--- src/rtl/shift_matmul_engine.sv ---
// Multiplier-free matrix multiply: activations times power-of-two weight codes, accumulated
// per output column group and written back as saturated fixed-point results.
module shift_matmul_engine #(
    parameter int unsigned M_ROWS = 1,
    parameter int unsigned K_DIM  = 4,
    parameter int unsigned N_COLS = 4,
    parameter int unsigned LANES  = 2,
    parameter int unsigned INT_W  = 10,
    parameter int unsigned FRAC_W = 10,
    parameter int unsigned CODE_W = 6,
    parameter int unsigned WT_LAT = 2,
    localparam int unsigned DW    = INT_W + FRAC_W,
    localparam int unsigned WA_W  = (K_DIM * N_COLS / LANES > 1) ?
                                    $clog2(K_DIM * N_COLS / LANES) : 1,
    // One spare bit so out-of-range indices are expressible.
    localparam int unsigned RA_W  = $clog2(M_ROWS * N_COLS) + 1
) (
    input  logic                      clk,
    input  logic                      reset,
    input  logic                      in_valid,
    input  logic [DW-1:0]             in_data,
    output logic                      in_ready,
    input  logic                      relu_en,
    output logic [WA_W-1:0]           wt_addr,
    input  logic [LANES*CODE_W-1:0]   wt_data,
    input  logic                      rd_en,
    input  logic [RA_W-1:0]           rd_addr,
    output logic [DW-1:0]             rd_data,
    output logic                      busy,
    output logic                      done,
    output logic                      ovf
);

    localparam int unsigned GROUPS = N_COLS / LANES;
    localparam int unsigned N_ACT  = M_ROWS * K_DIM;
    localparam int unsigned N_RES  = M_ROWS * N_COLS;
    localparam int unsigned ACC_W  = 2 * DW + $clog2(K_DIM);
    localparam int unsigned I_W    = (M_ROWS > 1) ? $clog2(M_ROWS) : 1;
    localparam int unsigned K_W    = (K_DIM > 1) ? $clog2(K_DIM) : 1;
    localparam int unsigned G_W    = (GROUPS > 1) ? $clog2(GROUPS) : 1;
    localparam int unsigned L_W    = (N_ACT > 1) ? $clog2(N_ACT) : 1;
    localparam int unsigned W_W    = (WT_LAT > 1) ? $clog2(WT_LAT) : 1;
    localparam int unsigned R_W    = (N_RES > 1) ? $clog2(N_RES) : 1;

    localparam logic signed [ACC_W-1:0] SAT_MAX = {{(ACC_W-DW+1){1'b0}}, {(DW-1){1'b1}}};
    localparam logic signed [ACC_W-1:0] SAT_MIN = {{(ACC_W-DW+1){1'b1}}, {(DW-1){1'b0}}};

    if (N_COLS % LANES != 0) begin : g_bad_lanes
        $error("N_COLS must be a multiple of LANES");
    end
    if (CODE_W < 3) begin : g_bad_code
        $error("CODE_W must be at least 3");
    end
    if (WT_LAT < 1) begin : g_bad_lat
        $error("WT_LAT must be at least 1");
    end

    typedef enum logic [2:0] {StLoad, StIssue, StWait, StAcc, StWrite, StDone} state_t;

    state_t                  state;
    logic [I_W-1:0]          i_cnt;
    logic [K_W-1:0]          k_cnt;
    logic [G_W-1:0]          g_cnt;
    logic [L_W-1:0]          load_cnt;
    logic [W_W-1:0]          wait_cnt;
    logic                    relu_q;
    logic signed [DW-1:0]    act_buf [N_ACT];
    logic [DW-1:0]           res_buf [N_RES];
    logic signed [ACC_W-1:0] acc     [LANES];

    logic                    accept;
    logic [L_W-1:0]          a_idx;
    logic signed [ACC_W-1:0] prod    [LANES];
    logic signed [ACC_W-1:0] floor_v [LANES];
    logic signed [ACC_W-1:0] sat_v   [LANES];
    logic [DW-1:0]           res_val [LANES];
    logic [R_W-1:0]          res_idx [LANES];
    logic [LANES-1:0]        sat_hit;

    function automatic logic signed [ACC_W-1:0] product(input logic signed [DW-1:0] a,
                                                        input logic [CODE_W-1:0]    code);
        logic signed [ACC_W-1:0] base;
        logic signed [ACC_W-1:0] p;
        logic [CODE_W-3:0]       s;
        s    = code[CODE_W-3:0];
        base = {{(ACC_W-DW){a[DW-1]}}, a};
        base = base <<< FRAC_W;
        if (!code[CODE_W-2]) begin
            p = base <<< s;
        end else if (&s) begin
            p = '0;
        end else begin
            p = base >>> s;
        end
        if (code[CODE_W-1]) begin
            p = -p;
        end
        return p;
    endfunction

    assign in_ready = (state == StLoad) || (state == StDone);
    assign accept   = in_valid && in_ready;

    always_comb begin
        a_idx   = L_W'(int'(i_cnt) * int'(K_DIM) + int'(k_cnt));
        sat_hit = '0;
        for (int l = 0; l < LANES; l++) begin
            prod[l]    = product(act_buf[a_idx], wt_data[l*CODE_W +: CODE_W]);
            floor_v[l] = acc[l] >>> FRAC_W;
            if (floor_v[l] > SAT_MAX) begin
                sat_v[l]   = SAT_MAX;
                sat_hit[l] = 1'b1;
            end else if (floor_v[l] < SAT_MIN) begin
                sat_v[l]   = SAT_MIN;
                sat_hit[l] = 1'b1;
            end else begin
                sat_v[l] = floor_v[l];
            end
            // ReLU applies after saturation so ovf still reports the clipped magnitude.
            res_val[l] = (relu_q && sat_v[l][ACC_W-1]) ? '0 : sat_v[l][DW-1:0];
            res_idx[l] = R_W'(int'(i_cnt) * int'(N_COLS) + int'(g_cnt) * int'(LANES) + l);
        end
    end

    always_ff @(posedge clk or posedge reset) begin
        if (reset) begin
            state    <= StLoad;
            i_cnt    <= '0;
            k_cnt    <= '0;
            g_cnt    <= '0;
            load_cnt <= '0;
            wait_cnt <= '0;
            relu_q   <= 1'b0;
            busy     <= 1'b0;
            done     <= 1'b0;
            ovf      <= 1'b0;
            wt_addr  <= '0;
            for (int l = 0; l < LANES; l++) begin
                acc[l] <= '0;
            end
        end else begin
            unique case (state)
                StLoad: begin
                    if (accept) begin
                        if (load_cnt == L_W'(N_ACT - 1)) begin
                            load_cnt <= '0;
                            relu_q   <= relu_en;
                            busy     <= 1'b1;
                            state    <= StIssue;
                        end else begin
                            load_cnt <= load_cnt + 1'b1;
                        end
                    end
                end
                StIssue: begin
                    wt_addr  <= WA_W'(int'(k_cnt) * int'(GROUPS) + int'(g_cnt));
                    wait_cnt <= '0;
                    state    <= StWait;
                end
                StWait: begin
                    if (wait_cnt == W_W'(WT_LAT - 1)) begin
                        state <= StAcc;
                    end else begin
                        wait_cnt <= wait_cnt + 1'b1;
                    end
                end
                StAcc: begin
                    // k == 0 restarts the accumulation for a fresh (row, group) pass.
                    for (int l = 0; l < LANES; l++) begin
                        acc[l] <= (k_cnt == '0) ? prod[l] : acc[l] + prod[l];
                    end
                    if (k_cnt == K_W'(K_DIM - 1)) begin
                        k_cnt <= '0;
                        state <= StWrite;
                    end else begin
                        k_cnt <= k_cnt + 1'b1;
                        state <= StIssue;
                    end
                end
                StWrite: begin
                    if (|sat_hit) begin
                        ovf <= 1'b1;
                    end
                    if (g_cnt == G_W'(GROUPS - 1)) begin
                        g_cnt <= '0;
                        if (i_cnt == I_W'(M_ROWS - 1)) begin
                            i_cnt <= '0;
                            busy  <= 1'b0;
                            done  <= 1'b1;
                            state <= StDone;
                        end else begin
                            i_cnt <= i_cnt + 1'b1;
                            state <= StIssue;
                        end
                    end else begin
                        g_cnt <= g_cnt + 1'b1;
                        state <= StIssue;
                    end
                end
                StDone: begin
                    if (accept) begin
                        done <= 1'b0;
                        ovf  <= 1'b0;
                        if (N_ACT == 1) begin
                            relu_q <= relu_en;
                            busy   <= 1'b1;
                            state  <= StIssue;
                        end else begin
                            load_cnt <= L_W'(1);
                            state    <= StLoad;
                        end
                    end
                end
                default: state <= StLoad;
            endcase
        end
    end

    always_ff @(posedge clk) begin
        if (accept) begin
            act_buf[(state == StDone) ? '0 : load_cnt] <= in_data;
        end
        if (state == StWrite) begin
            for (int l = 0; l < LANES; l++) begin
                res_buf[res_idx[l]] <= res_val[l];
            end
        end
    end

    always_ff @(posedge clk or posedge reset) begin
        if (reset) begin
            rd_data <= '0;
        end else if (rd_en && done) begin
            rd_data <= (int'(rd_addr) < int'(N_RES)) ? res_buf[R_W'(rd_addr)] : '0;
        end
    end

endmodule
--- config.mk ---
export PLATFORM = sky130hd
export DESIGN_NAME = shift_matmul_engine
export DESIGN_NICKNAME = d
export VERILOG_FILES = /design/src/rtl/shift_matmul_engine.sv
export SDC_FILE = /design/constraint.sdc
export NUM_CORES = 1
export LEC_CHECK = 0
export CAP_MARGIN = 25
export CORE_UTILIZATION = 35
export DETAILED_ROUTE_END_ITERATION = 7
export HOLD_SLACK_MARGIN = 0.05
export PLACE_DENSITY = 0.54
export SETUP_SLACK_MARGIN = 0.15
export SLEW_MARGIN = 25
export SYNTH_ARGS = -nofsm -noshare
export SYNTH_HDL_FRONTEND = slang
export SYNTH_SLANG_ARGS = --single-unit
export TNS_END_PERCENT = 30
--- constraint.sdc ---
create_clock -name clk -period 7.9 [get_ports clk]
set_input_delay 1.975 -clock clk [delete_from_list [all_inputs] [get_ports clk]]
set_output_delay 1.975 -clock clk [all_outputs]
set_load 0.05 [all_outputs]
# Word-level counts from Yosys, hierarchy flattened
# Memory sizes are Yosys's and may differ from the RTL's.
# Cells that the tools add are included.
dict set report classes {
  reduce_logical 21
  mux 52
  addsub 13
  shift 4
  n_eq_ne 14
  order_cmp 5
}
# cell count
set ops {}
lappend ops {{two-way mux 42 bit} 12}
lappend ops {{adder 42 bit} 2}
lappend ops {{negator 42 bit} 2}
lappend ops {{<<< shifter 30 x 4 -> 42 bit} 2}
lappend ops {{>>> shifter 30 x 4 -> 42 bit} 2}
lappend ops {{> comparator 32 x 20 -> 1 bit, second input constant} 2}
lappend ops {{less-than comparator 32 x 20 -> 1 bit, second input constant} 2}
lappend ops {{two-way mux 20 bit} 3}
lappend ops {{two-way mux 3 bit} 7}
lappend ops {{two-way mux 1 bit} 19}
lappend ops {{one-hot mux 3 bit (6 select lines)} 1}
lappend ops {{AND reduction 4 bit} 4}
lappend ops {{!= test 2 bit, second input constant} 6}
lappend ops {{two-way mux 2 bit} 5}
lappend ops {{AND reduction 3 bit} 3}
lappend ops {{one-hot mux 1 bit (2 select lines)} 4}
lappend ops {{nonzero test 2 bit} 4}
lappend ops {{adder 2 x 1 -> 2 bit, second input constant} 3}
lappend ops {{== test 3 x 2 -> 1 bit, second input constant} 2}
lappend ops {{== test 3 bit, second input constant} 2}
lappend ops {{AND reduction 5 bit} 1}
lappend ops {{adder 1 x 2 -> 2 bit, first input constant} 2}
lappend ops {{== test 2 bit, second input constant} 2}
lappend ops {{logical AND 1 bit} 4}
lappend ops {{other kinds (11)} 13}
dict set report totals {
  ram_bits 160
  register_bits 121
  inputBits 40
  wordCells 125
  mem_count 2
  output_inout_bits 27
}
# name depth word_bits rd rd_clocked_by_memory_dff wr line_no
set mem_list {}
lappend mem_list {act_buf 4 20 1 0 1 67} ;# logic signed [DW-1:0] act_buf [N_ACT];
lappend mem_list {res_buf 4 20 1 0 2 68} ;# logic [DW-1:0] res_buf [N_RES];

# Depth between registers and ports, before layout
# An unclocked memory read counts as a cell.
dict set report logic_depth {
  word_depth 9
  ltp_mapped 39
  depth_no_buf 32
}

# Worst setup path after synthesis
# Ideal clock, no wire load.
dict set report synth_timing {
  path_type {input port to flip-flop}
  from {in wt_data[6]}
  to {reg acc[41] (netlist name)}
  path_slack_ns -0.943
  setup_time_ns 0.131
  stages 37
  arrival_ns 8.712
  n_path_buf 7
  required_time_ns 7.769
  cell_sequence {buf_2 > buf_6 > buf_2 > buf_2 > buf_2 > buf_2 > mux2_2 > o32ai_1 > o32ai_1 > o21ai_0 > or2_2 > ha_1 > nand2_1 > a211o_1 > or2_1 > or4_1 > nor2_1 > nand2_1 > or2_2 > clkbuf_1 > o21ai_0 > xnor2_1 > ha_1 > a21oi_1 > nor2b_1 > o21ai_0 > nand2b_1 > a221oi_1 > o31ai_1 > a31oi_1 > nand2b_1 > o31ai_1 > a21o_1 > a21oi_1 > nor4_1 > a22oi_1 > nand3_1}
}
dict set report synth_via {
  elab_chain_len 7
  word_cells_on_any_way 9
}
# item line_no
set synth_lines {}
lappend synth_lines {{start: declaration} 25} ;# input logic [LANES*CODE_W-1:0] wt_data,
lappend synth_lines {{>>> shifter 30 x 4 -> 42 bit / AND reduction 4 bit (equally long branches)} {93, 90}}
lappend synth_lines {{two-way mux 42 bit} 90} ;# end else if (&s) begin
lappend synth_lines {{two-way mux 42 bit (*)} 88} ;# if (!code[CODE_W-2]) begin
lappend synth_lines {{negator 42 bit} 96} ;# p = -p;
lappend synth_lines {{two-way mux 42 bit (*)} 95} ;# if (code[CODE_W-1]) begin
lappend synth_lines {{adder 42 bit} 170} ;# acc[l] <= (k_cnt == '0) ? prod[l] : acc[l] + prod[l];
lappend synth_lines {{two-way mux 42 bit (*)} 170}
lappend synth_lines {{end signal: indexed assignment} 170}
lappend synth_lines {{end: declaration} 69} ;# logic signed [ACC_W-1:0] acc [LANES];
# Mark *: on every way between the ends. The rest lies on a longest branch, timed or not.
# A chain may end at the register's enable or synchronous reset.

# Worst setup path in the final report
dict set report layout_timing {
  from {in wt_data[0]}
  to {reg acc[82] (netlist name)}
}
# Same word-level chain as after synthesis.

==> impl_metrics.json <==
{
  "max_stage_delay_ns": 0.58,
  "design_area_um2": 36800,
  "min_period_ns": 7.77,
  "seqPwrFrac_pct": 17.0,
  "antenna_found_initial": 1,
  "cts_buffers": 35,
  "synth_cell_types": 97,
  "tightest_slew_ns": 1.02,
  "internal_power_mw": 7.86,
  "maxClockFrequency_mhz": 129,
  "post-route-period-util_pct": 98.4,
  "finish.utilization_pct": 46.7,
  "skew_ns": 0.0204,
  "crit_path_end_kind": "flop",
  "worstSetupPathType": "in2reg",
  "final_cells": 4906,
  "drtAntennaViolNets": 0,
  "insertion_delay_ns": 0.57,
  "grt_start_max_net_pins": 83,
  "die_h_um": 284,
  "synthTopCellsByCount": "nand2_1, nor2_1, o21ai_0",
  "cts_sinks": 280,
  "status": "completed",
  "switching_share_pct": 46.5,
  "crit_path_max_fanout": 16,
  "final_nets": 3964,
  "detailed_place_hpwl_um": 91500,
  "clk_path_buf_depth": 3,
  "tns_ns": 0,
  "wirelength_um": 118000,
  "critPathSlowestCell": "mux4_2",
  "async_flop_share_pct": 42.9,
  "setup_viol": 0,
  "drt_iter0_markers": 2805,
  "multi_input_area_um2": 19300,
  "drive_gt1_share_pct": 31.0,
  "yosysMostFrequentCell": "nand2_1",
  "dominantRegCellSynth": "edfxtp_1",
  "placed_cell_area_um2": 35200,
  "yosysWarnings": 0,
  "hold_path_depth": 2,
  "drt-vias-per-instance": 5.83,
  "overflow": 0,
  "seq_area_frac_synth_pct": 28.0,
  "grt_pass1_vias": 27400,
  "grt.total_usage_pct": 28.4,
  "rows": 103,
  "holdWs_ns": 0.475,
  "dp_worst_setup_slack_ns": -0.746,
  "cts-htree-levels": 2,
  "hold_path_class": "reg2reg",
  "vias": 28600,
  "clkPwrFrac_pct": 10.8,
  "core_um2": 78900,
  "io_pins": 67,
  "synth_area_um2": 27900,
  "leakage_nw": 15.8,
  "drc": 0,
  "synthesis.nets": 3283,
  "die_w_um": 284,
  "path_clk_slew_ns": 0.06,
  "n_fill_cell": 7740,
  "yosys_register_bits": 280,
  "io_buffer_count": 66,
  "cts_tree": "built",
  "drv_cap": 0,
  "r2r_cells": 31,
  "ir_worst_vdd_mv": 0.202,
  "power.net_switching_mw": 6.82,
  "slew_viol_final": 0,
  "synthDominantCellAreaShare_pct": 17.2,
  "worst_setup_path_start_kind": "primary input",
  "post-synth-top-area-cell": "edfxtp_1",
  "finalHoldViolCount": 0,
  "synth_area_leaders": "edfxtp_1, dfrtp_1, mux4_2",
  "n_antenna_cell": 0,
  "p_per_area_nw_per_um2": 399,
  "start_util_pct": 35.3,
  "crit_arrival_ns": 8.24,
  "die_area_um2": 80800,
  "rsz0062_at_grt": "true",
  "slew_headroom_pct": 31.7,
  "wl_per_cell_um": 24.1,
  "gp_congestion": 1.03,
  "syn_to_final_growth_pct": 32.1,
  "drt_first_pass_iters": 7,
  "dp_cells": 4831,
  "grt_pass1_wl_um": 176000,
  "setup_ws_ns": 0.125,
  "root_buffer": "clkbuf_16",
  "pwr-share-comb_pct": 72.2,
  "synth_cells": 3150,
  "crit_top_cell": "a21o_1",
  "regArea_um2": 7820,
  "synth_edf_count": 160,
  "required_ns": 8.36,
  "syn_avg_cell_area_um2": 8.85,
  "p_total_mw": 14.7
}
==> timing repair <==
item                                    CTS  global route
resized for setup                        20            71
cloned                                    1             1
hold buffers                              0             0
pin swaps                                 1            32
hold endpoints to repair                  0             0
buffers inserted                          2             9
endpoints found under the setup margin    9            18
==> cell usage in the layout (no fill, tap or decap), drive strengths merged, types with 20 or more instances in the layout <==
master	n
o22ai	73
dfrtp	120
or3	20
a21o	92
clkbuf	38
nor2	279
a211oi	35
mux2i	187
o21ai	217
a21oi	202
a22oi	39
mux4	106
edfxtp	160
buf	826
inv	52
clkinv	21
ha	91
xor2	62
nor3	59
a221oi	34
nand2b	44
clkdlybuf4s50	60
nor2b	36
mux2	89
and2	31
nand2	338
xnor2	92
a22o	34
nand3	73
a31oi	28
==> power groups by stage <==
stage          Combinational [mW]  Sequential [mW]  Clock, mW
2_1_floorplan                5.99             2.38          0
3_3_place_gp                 10.2             2.51          0
3_5_place_dp                 10.2             2.51          0
4_1_cts                      10.3             2.48       1.62
5_1_grt                      11.5             2.53       1.67
6_report                     10.6             2.49       1.58
==> cell type report <==
cell class	count	area share (%)
Clock buffer	37	2.40
Clock inverter	25	0.608
Inverter	53	0.554
Multi-Input combinational cell	2573	52.4
Sequential cell	280	21.2
Tap cell	1050	3.57
Timing Repair Buffer	888	19.2
==> worst max-delay path: cells and delay by family <==
family          cells  cell delay [ns]
simple gates        8             1.78
compound gates     14             2.29
xor+xnor            1             0.16
mux                 3             1.26
fa+ha+maj           1             0.29
buf+inv             3             0.44
==> layer usage <==
layer  track usage (%)  vias up  wire (µm)
li1                  -    13400          -
met1              39.0    13700      51800
met2              43.7     1296      51600
met3              4.52      292       8570
met4              12.9        2       6130
met5                 0        -         18
==> sequential cells by signal, summed over array words and instances (netlist names) <==
| name | count |
|---|---|
| acc | 84 |
| act_buf | 80 |
| res_buf | 80 |
| rd_data | 20 |
| state | 3 |
| wt_addr | 3 |
| k_cnt | 2 |
| load_cnt | 2 |
| busy | 1 |
| done | 1 |
| g_cnt | 1 |
| ovf | 1 |
| relu_q | 1 |
| wait_cnt | 1 |
==> worst paths after layout <==
check / start / to / slack (ns)
min in group asynchronous: reset / acc[34] / 1.78
worst min register to register: acc[44] / acc[44] / 0.47
worst max register to register: k_cnt[0] / acc[82] / 0.61
worst max-delay path: wt_data[0] / acc[82] / 0.13
max in group asynchronous: reset / k_cnt[0] / 5.09
worst min-delay path: acc[44] / acc[44] / 0.47
==> cells by family (layout without fill, tap and decap cells) <==
family | count (synthesis) | after routing | share of synthesized area (%)
xor+xnor | 154 | 154 | 4.87
buf+inv | 297 | 1003 | 4.76
simple gates | 976 | 976 | 16.1
mux | 382 | 382 | 18.9
flops | 280 | 280 | 28.0
compound gates | 968 | 968 | 23.2
fa+ha+maj | 93 | 93 | 4.23
(Power assumes the default switching activity.)
